File: src/rtl/sisc_dm_pkg.sv
// Shared definitions for the SISC data-memory access path.
`timescale 1ns/1ps
package sisc_dm_pkg;

    typedef enum logic [2:0] {
        IDLE,
        RD_WAIT,
        WR_SETUP,
        WR_PULSE,
        RESP
    } dm_state_e;

    localparam logic [15:0] DM_ADDR_MAX = 16'd65532;

endpackage

File: src/rtl/dm_access_ctrl.sv
// Load/store controller for the SISC data memory: one request in flight, range check,
// setup/pulse/release store sequencing and a registered response channel.
`timescale 1ns/1ps
module dm_access_ctrl
    import sisc_dm_pkg::*;
#(
    parameter logic [15:0] ADDR_MAX = DM_ADDR_MAX,
    parameter int          ERRCNT_W = 8
) (
    input  logic                clk,
    input  logic                rst,
    input  logic                req_valid,
    output logic                req_ready,
    input  logic                req_we,
    input  logic [15:0]         req_addr,
    input  logic [31:0]         req_wdata,
    output logic                rsp_valid,
    input  logic                rsp_ready,
    output logic [31:0]         rsp_rdata,
    output logic                rsp_err,
    output logic [ERRCNT_W-1:0] err_count,
    output logic [15:0]         dm_read_addr,
    output logic [15:0]         dm_write_addr,
    output logic [31:0]         dm_write_data,
    output logic                dm_we,
    input  logic [31:0]         dm_read_data
);

    function automatic logic [ERRCNT_W-1:0] sat_inc(input logic [ERRCNT_W-1:0] v);
        if (&v) begin
            return v;
        end
        return v + {{(ERRCNT_W-1){1'b0}}, 1'b1};
    endfunction

    dm_state_e             state_q;
    logic                  req_ready_q;
    logic                  rsp_valid_q;
    logic [31:0]           rsp_rdata_q;
    logic                  rsp_err_q;
    logic [ERRCNT_W-1:0]   err_count_q;
    logic [ERRCNT_W-1:0]   err_count_d;
    logic [15:0]           dm_read_addr_q;
    logic [15:0]           dm_write_addr_q;
    logic [31:0]           dm_write_data_q;
    logic                  dm_we_q;
    logic                  addr_bad;

    assign addr_bad = (req_addr > ADDR_MAX);

    always_comb begin
        err_count_d = sat_inc(err_count_q);
    end

    // dm_we and rsp_valid are registered decodes of the state, so each lags its
    // state by one edge: the write pulse sits one cycle after WR_PULSE is entered.
    always_ff @(posedge clk or posedge rst) begin
        if (rst) begin
            state_q         <= IDLE;
            req_ready_q     <= 1'b1;
            rsp_valid_q     <= 1'b0;
            rsp_rdata_q     <= '0;
            rsp_err_q       <= 1'b0;
            err_count_q     <= '0;
            dm_read_addr_q  <= '0;
            dm_write_addr_q <= '0;
            dm_write_data_q <= '0;
            dm_we_q         <= 1'b0;
        end else begin
            dm_we_q <= (state_q == WR_PULSE);
            case (state_q)
                IDLE: begin
                    if (req_valid) begin
                        req_ready_q <= 1'b0;
                        rsp_rdata_q <= '0;
                        if (addr_bad) begin
                            rsp_err_q   <= 1'b1;
                            err_count_q <= err_count_d;
                            state_q     <= RESP;
                        end else begin
                            rsp_err_q <= 1'b0;
                            if (req_we) begin
                                dm_write_addr_q <= req_addr;
                                dm_write_data_q <= req_wdata;
                                state_q         <= WR_SETUP;
                            end else begin
                                dm_read_addr_q <= req_addr;
                                state_q        <= RD_WAIT;
                            end
                        end
                    end
                end
                RD_WAIT: begin
                    rsp_rdata_q <= dm_read_data;
                    state_q     <= RESP;
                end
                WR_SETUP: begin
                    state_q <= WR_PULSE;
                end
                WR_PULSE: begin
                    state_q <= RESP;
                end
                RESP: begin
                    if (!rsp_valid_q) begin
                        rsp_valid_q <= 1'b1;
                    end else if (rsp_ready) begin
                        rsp_valid_q <= 1'b0;
                        req_ready_q <= 1'b1;
                        state_q     <= IDLE;
                    end
                end
                default: begin
                    state_q     <= IDLE;
                    req_ready_q <= 1'b1;
                    rsp_valid_q <= 1'b0;
                end
            endcase
        end
    end

    assign req_ready     = req_ready_q;
    assign rsp_valid     = rsp_valid_q;
    assign rsp_rdata     = rsp_rdata_q;
    assign rsp_err       = rsp_err_q;
    assign err_count     = err_count_q;
    assign dm_read_addr  = dm_read_addr_q;
    assign dm_write_addr = dm_write_addr_q;
    assign dm_write_data = dm_write_data_q;
    assign dm_we         = dm_we_q;

endmodule
File: config.mk
export PLATFORM = sky130hd
export DESIGN_NAME = dm_access_ctrl
export DESIGN_NICKNAME = d
export VERILOG_FILES = /design/src/rtl/sisc_dm_pkg.sv /design/src/rtl/dm_access_ctrl.sv
export SDC_FILE = /design/constraint.sdc
export NUM_CORES = 1
export LEC_CHECK = 0
export ABC_AREA = 1
export ABC_CLOCK_PERIOD_IN_PS = 10250
export CORE_MARGIN = 3
export CORE_UTILIZATION = 45
export DETAILED_ROUTE_END_ITERATION = 10
export HOLD_SLACK_MARGIN = 0.06
export PLACE_DENSITY = 0.83
export SETUP_SLACK_MARGIN = 0.3
export SLEW_MARGIN = 20
export SYNTH_ARGS = -nofsm -noshare
export SYNTH_HDL_FRONTEND = slang
export SYNTH_SLANG_ARGS = --single-unit
File: constraint.sdc
create_clock -name clk -period 10.25 [get_ports clk]
set_input_delay 2.05 -clock clk [delete_from_list [all_inputs] [get_ports clk]]
set_output_delay 2.05 -clock clk [all_outputs]
set_load 0.02 [all_outputs]
==> flow_metrics.env, run 1 <==
export IMPL_netlist_area_um2=4822
export IMPL_dr_first_iter_drc_count=239
export IMPL_synthTopCellsByCount="278 x nand2_1, 110 x dfrtp_1, 75 x nand4_1"
export IMPL_rsz0062_at_grt="false"
export IMPL_nets=815
export IMPL_dp_slack_ps=4962
export IMPL_synthMuxAreaShare_pct=0
export IMPL_drive_gt1_share_pct=5.593
export IMPL_start_util_pct=46.50
export IMPL_p_leak_nw=3.411
export IMPL_h_tree_depth=3
export IMPL_ys_ff_latch=111
export IMPL_synthCells=557
export IMPL_clk_pin_slew_worst_paths_ps=100
export IMPL_routedWlPerCell_um=15.45
export IMPL_status="complete, no violations"
export IMPL_track_usage_pct=22.08
export IMPL_synth_edff_count=0
export IMPL_synthXorXnorAreaFrac_pct=0.1816
export IMPL_r2r_start="state_q[1]$_DFFE_PP0P_"
export IMPL_final_core_util_pct=67.02
export IMPL_synth_adder_area_share_pct=0.2595
export IMPL_ys_flop_type="dfrtp_1"
export IMPL_hpwl_um=9457
export IMPL_grt_pass1_wl_um=21280
export IMPL_seq_area_frac_synth_pct=57.63
export IMPL_cp_slowest_cell="nand3_2"
export IMPL_critPathMaxStageDelay_ps=910
export IMPL_gp_congestion=0.7727
export IMPL_min_period_ps=4455
export IMPL_rr_worst_depth=6
export IMPL_finalSetupViolations=0
export IMPL_reg2reg_to="dm_write_data[14]$_DFFE_PP0P_"
export IMPL_dieWidth_um=109.5
export IMPL_cts_root_buf="clkbuf_8"
export IMPL_critPathTopFamily="simple AND/OR/NAND/NOR gates"
export IMPL_hold_depth=2
export IMPL_cp_required_ps=10470
export IMPL_rows=37
export IMPL_power_density_nw_per_um2=280.4
export IMPL_r2r_slack_ps=7940
export IMPL_setup_slack_ps=5795
export IMPL_synth_cell_types=26
export IMPL_grt_pass1_vias=4268
export IMPL_totalNegativeSetupSlack_ps=0
export IMPL_hold_viol=0
export IMPL_gr_total_overflow=0
export IMPL_syn_avg_cell_area_um2=8.657
export IMPL_grt_max_degree=69
export IMPL_critPathArrivalTime_ps=4680
export IMPL_viasPerCell=5.089
export IMPL_path_buf_inv=2
export IMPL_antenna_found_initial=0
export IMPL_synthSimpleGateAreaFrac_pct=35.57
export IMPL_critPathMaxFanout=68
export IMPL_drt_pass1_iterations=5
export IMPL_finalCritPeriodShare_pct=43.46
export IMPL_num_vias=4422
export IMPL_cts_hold_buf=0
export IMPL_cts_resized=0
export IMPL_synth_compound_area_share_pct=0.9860
export IMPL_synth_top_family_by_area="simple AND/OR/NAND/NOR gates"
export IMPL_worstHoldEndpoint="dm_write_data[31]$_DFFE_PP0P_"
export IMPL_path_common_cell="nand2_1"
export IMPL_yosysTopAreaCellShare_pct=57.08
export IMPL_slew_headroom_pct=35.20
export IMPL_yosysMostFrequentCell="nand2_1"
export IMPL_synth_nets=643
export IMPL_peakVddDrop_uv=167.2
export IMPL_min_delay_start="dm_write_data[31]$_DFFE_PP0P_"
export IMPL_diodes=0
export IMPL_cts_buffers=9
export IMPL_yosysTopAreaCell="dfrtp_1"
export IMPL_yosys_top_cells_area="dfrtp_1 57%, nand2_1 22%, nand4_1 9.7%, buf_2 1.8%, buf_6 1.2%"
export IMPL_ant_nets=0
export IMPL_clock_path_buffers=2
export IMPL_drv_slew=0
export IMPL_num_io_pins=193
export IMPL_path_class="primary input to register"
export IMPL_skew_ps=16.33
export IMPL_postCtsSetupRepairBufs=0
export IMPL_wirelength_um=13430
export IMPL_drc_errors=0
export IMPL_syn2layout_area_growth_pct=44.14
export IMPL_min_path_type="register to register"
export IMPL_io_buffers=192
export IMPL_tightest_slew_ps=970.8
export IMPL_die_area_um2=11990
export IMPL_synth_warnings=0
export IMPL_clk_latency_ps=350
export IMPL_die_y_um=109.5
export IMPL_fmax_ghz=0.2245
export IMPL_maxCapViolations=0
export IMPL_cp_cell_sequence="clkdlybuf4s50_1, nand2_1, nor2_2, nand2_2, inv_2, nand2_4, nand3_2, nand2_1, nand2_1"
export IMPL_synthArstFlopShare_pct=100.0
export IMPL_cp_end_kind="register"
export IMPL_clock_sinks=111
export IMPL_core_area_um2=10370
export IMPL_startpoint_type="primary input"
export IMPL_fill_cells=863
export IMPL_cts_tree="yes"
## cells by family after synthesis
| group | Yosys count |
|---|---|
| xor gates and xnor gates | 1 |
| DFF | 111 |
| and+or+nand+nor | 383 |
| adders and majority gates | 1 |
| AOI/OAI and AO/OA | 9 |
| buffers and inverters | 52 |
## state kept, by name (all words and copies together), names as in the netlist
register and count:
state_q 3, rsp_rdata 32, dm_write_data 32, dm_read_addr 16
req_ready 1, dm_we 1, rsp_err 1, rsp_valid 1
err_count 8, dm_write_addr 16
## layout by cell type, fill, tap and decap left out
master / instances
dfstp_2: 1
clkinv_4: 1
nor2_4: 4
buf_12: 1
inv_4: 1
clkdlybuf4s50_1: 191
dfrtp_1: 110
a21oi_1: 3
nand3_2: 4
nand3b_1: 2
inv_6: 3
nand3_4: 1
buf_4: 2
nand4_2: 1
xor2_1: 1
clkinv_2: 1
inv_1: 12
nor2_1: 9
buf_2: 1
nand2_1: 278
nand2_2: 1
clkbuf_8: 10
nand4_1: 75
o21bai_1: 1
nor2_2: 3
ha_1: 1
nand3_1: 4
inv_2: 5
o21ai_0: 5
nand2_4: 1
## layer usage
metal / share of wire, % / GRT usage (%) / up-vias
li1: - / - / 2155
met1: 42 / 30.48 / 2101
met2: 50 / 36.36 / 155
met3: 6.8 / 4.463 / 11
met4: 0.95 / 4.541 / 0
met5: 0 / 0 / -
## metrics by stage
step	cell area [µm²]	hold slack, ps	std cells	power (mW)
4_1_cts	6920	481.5	868	1.963
5_1_grt	6950	490.4	869	2.072
6_report	6950	477.8	869	1.949
2_1_floorplan	4822	470.4	557	1.227
3_3_place_gp	6738	452.9	853	1.684
3_5_place_dp	6743	457.5	853	1.712
## layout make-up
type	instances	area, µm²	area share, %
clock buffers	10	137.6	1.980
multi-input cells	394	1802	25.92
well taps	136	170.2	2.448
inverters	18	70.07	1.008
flip-flops and latches	111	2779	39.98
repair buffers	195	1952	28.08
clock inverters	5	40.04	0.5761
## worst min-delay path, cell delays in order, from the launching register on
cell and delay [ps]:
dfrtp_1 350, nand2_1 50, nand2_1 40
## power by group
group / internal, mW / switching (mW)
sequential: 0.624 / 0.106
combinational: 0.430 / 0.542
clock: 0.0969 / 0.150
total: 1.15 / 0.798
## how the worst max path moves through the flow
stage | from | to | slack [ps] | cells after the start
after floorplan | rst | dm_read_addr[0]$_DFFE_PP0P_ | 5270 | 1
after global placement | req_addr[8] | dm_write_addr[14]$_DFFE_PP0P_ | 5100 | 9
after detailed placement | req_addr[6] | dm_write_data[14]$_DFFE_PP0P_ | 4960 | 9
after CTS | req_addr[6] | dm_write_data[14]$_DFFE_PP0P_ | 5330 | 9
after global routing | req_addr[6] | dm_write_addr[0]$_DFFE_PP0P_ | 5620 | 9
final | req_addr[6] | dm_write_data[14]$_DFFE_PP0P_ | 5800 | 9
No activity file was read; power rests on OpenSTA's default activity.
==> run 2, diff against run 1 <==
Settings changed: ABC_CLOCK_PERIOD_IN_PS 10250 to 4300, CORE_UTILIZATION 45 to 44, PLACE_DENSITY 0.83 to 0.81.
Clock period 10.25 ns to 4.3 ns, I/O delays scaled along.
==> flow_metrics.env, run 2 (synthesis gave the netlist of run 1 again) <==
export IMPL_num_vias=4518
export IMPL_skew_ps=12.62
export IMPL_cts_buffers=9
export IMPL_peakVddDrop_uv=390.4
export IMPL_layout_common_cells="278 x nand2_1, 191 x clkdlybuf4s50_1, 110 x dfrtp_1"
export IMPL_rsz0062_at_grt="false"
export IMPL_finalCritPeriodShare_pct=71.33
export IMPL_cts_root_buf="clkbuf_8"
export IMPL_drc_errors=0
export IMPL_h_tree_depth=3
export IMPL_grt_pass1_wl_um=22070
export IMPL_drt_pass1_iterations=6
export IMPL_fill_cells=862
export IMPL_wl_met1_um=5521
export IMPL_grt_max_degree=50
export IMPL_hpwl_um=9981
export IMPL_die_area_um2=12250
export IMPL_viasPerCell=5.181
export IMPL_slew_headroom_pct=34.25
export IMPL_power_density_nw_per_um2=674.7
export IMPL_critPathArrivalTime_ps=3320
export IMPL_path_buf_inv=2
export IMPL_dieWidth_um=110.7
export IMPL_critPathMaxFanout=48
export IMPL_final_common_cell="nand2_1"
export IMPL_routedWlPerCell_um=15.65
export IMPL_wl_met2_um=7032
export IMPL_grt_pass1_vias=4410
export IMPL_highest_layer="met4"
export IMPL_die_y_um=110.7
export IMPL_clock_sinks=111
export IMPL_min_delay_start="dm_write_data[9]$_DFFE_PP0P_"
export IMPL_num_io_pins=193
export IMPL_finalSetupViolations=0
export IMPL_core_area_um2=10510
export IMPL_cp_end_kind="register"
export IMPL_path_class="primary input to register"
export IMPL_gp_congestion=0.7927
export IMPL_diodes=0
export IMPL_cp_cell_sequence="clkdlybuf4s50_1, nand2_1, nor2_2, nand2_2, inv_2, nand2_2, nand3_2, nand2_1, nand2_1"
export IMPL_cp_startpoint="req_addr[8]"
export IMPL_cp_required_ps=4550
export IMPL_postCtsSetupRepairBufs=0
export IMPL_wl_met3_um=881
export IMPL_start_util_pct=45.89
export IMPL_maxCapViolations=0
export IMPL_io_buffers=192
export IMPL_r2r_start="state_q[1]$_DFFE_PP0P_"
export IMPL_min_period_ps=3067
export IMPL_fmax_ghz=0.3260
export IMPL_path_common_cell="nand2_1"
export IMPL_critPathMaxStageDelay_ps=890
export IMPL_syn2layout_area_growth_pct=45.15
export IMPL_min_path_type="register to register"
export IMPL_p_leak_nw=3.420
export IMPL_status="complete, no violations"
export IMPL_nets=817
export IMPL_rows=37
export IMPL_drv_slew=0
export IMPL_clk_latency_ps=370
export IMPL_cts_hold_buf=0
export IMPL_clock_path_buffers=2
export IMPL_gr_total_overflow=0
export IMPL_cts_tree="yes"
export IMPL_cts_resized=0
export IMPL_clk_pin_slew_worst_paths_ps=110
export IMPL_totalNegativeSetupSlack_ps=0
export IMPL_dr_first_iter_drc_count=270
export IMPL_p_total_mw=4.722
export IMPL_startpoint_type="primary input"
export IMPL_antenna_found_initial=0
export IMPL_hold_viol=0
export IMPL_tightest_slew_ps=985.1
export IMPL_track_usage_pct=21.85
export IMPL_cp_slowest_cell="nand3_2"
export IMPL_drive_gt1_share_pct=5.978
export IMPL_critPathTopFamily="simple AND/OR/NAND/NOR gates"
export IMPL_ant_nets=0
export IMPL_wirelength_um=13650
==> run 2: changes by cell type in the layout (fill, tap and decap cells not counted), sizes merged <==
| cell | delta |
|---|---|
| buf | +2 |
| clkbuf | -1 |
| inv | -1 |
| clkinv | +2 |
| bufinv | +1 |
==> run 2: path summary, 6_finish.rpt <==
| kind | to | slack, ps | depth (start not counted) |
|---|---|---|---|
| setup / recovery | dm_write_data[15]$_DFFE_PP0P_ | 1230 | 9 |
| hold / removal | dm_write_data[9]$_DFFE_PP0P_ | 480 | 2 |
| setup reg to reg | dm_write_data[15]$_DFFE_PP0P_ | 2250 | 6 |
| hold reg to reg | dm_write_data[9]$_DFFE_PP0P_ | 480 | 2 |
| max in group asynchronous | req_ready$_DFFE_PP1P_ | 2500 | 3 |
| min in group asynchronous | dm_write_data[9]$_DFFE_PP0P_ | 920 | 2 |
==> run 2: final cells by class <==
type | count | area [µm²] | area share [%]
flip-flops and latches | 111 | 2779 | 39.70
repair buffers | 197 | 1954 | 27.92
multi-input cells | 394 | 1797 | 25.67
well taps | 136 | 170.2 | 2.431
clock buffers | 9 | 123.9 | 1.770
clock inverters | 7 | 105.1 | 1.502
inverters | 18 | 70.07 | 1.001
==> run 2: stage by stage <==
step	instances	hold slack (ps)	setup WS, ps	utilization, %	area (µm²)
3_5_place_dp	856	457.2	838.0	64.33	6760
5_1_grt	872	500.6	967.0	66.60	6999
3_3_place_gp	856	452.8	956.4	64.33	6760
4_1_cts	872	484.1	1233	66.51	6989
2_1_floorplan	557	470.4	511.0	-	4822
6_report	872	478.7	1233	66.60	6999
==> run 2: where the power goes <==
group	total (mW)	switching [mW]	internal, mW
Clock	0.667	0.378	0.289
Sequential	1.75	0.262	1.49
Combinational	2.31	1.29	1.02
Total	4.72	1.93	2.79
==> run 2: layer usage <==
layer  up-vias  GRT usage (%)
li1       2156              -
met1      2179          28.05
met2       167          37.86
met3        16          4.094
met4         0          6.158
met5         -              0
==> run 2: worst register-to-register path, delay by kind of cell, from the launching register on <==
kind | cells | cell delay [ps]
buffers and inverters | 1 | 150
DFF | 1 | 450
and+or+nand+nor | 5 | 1340
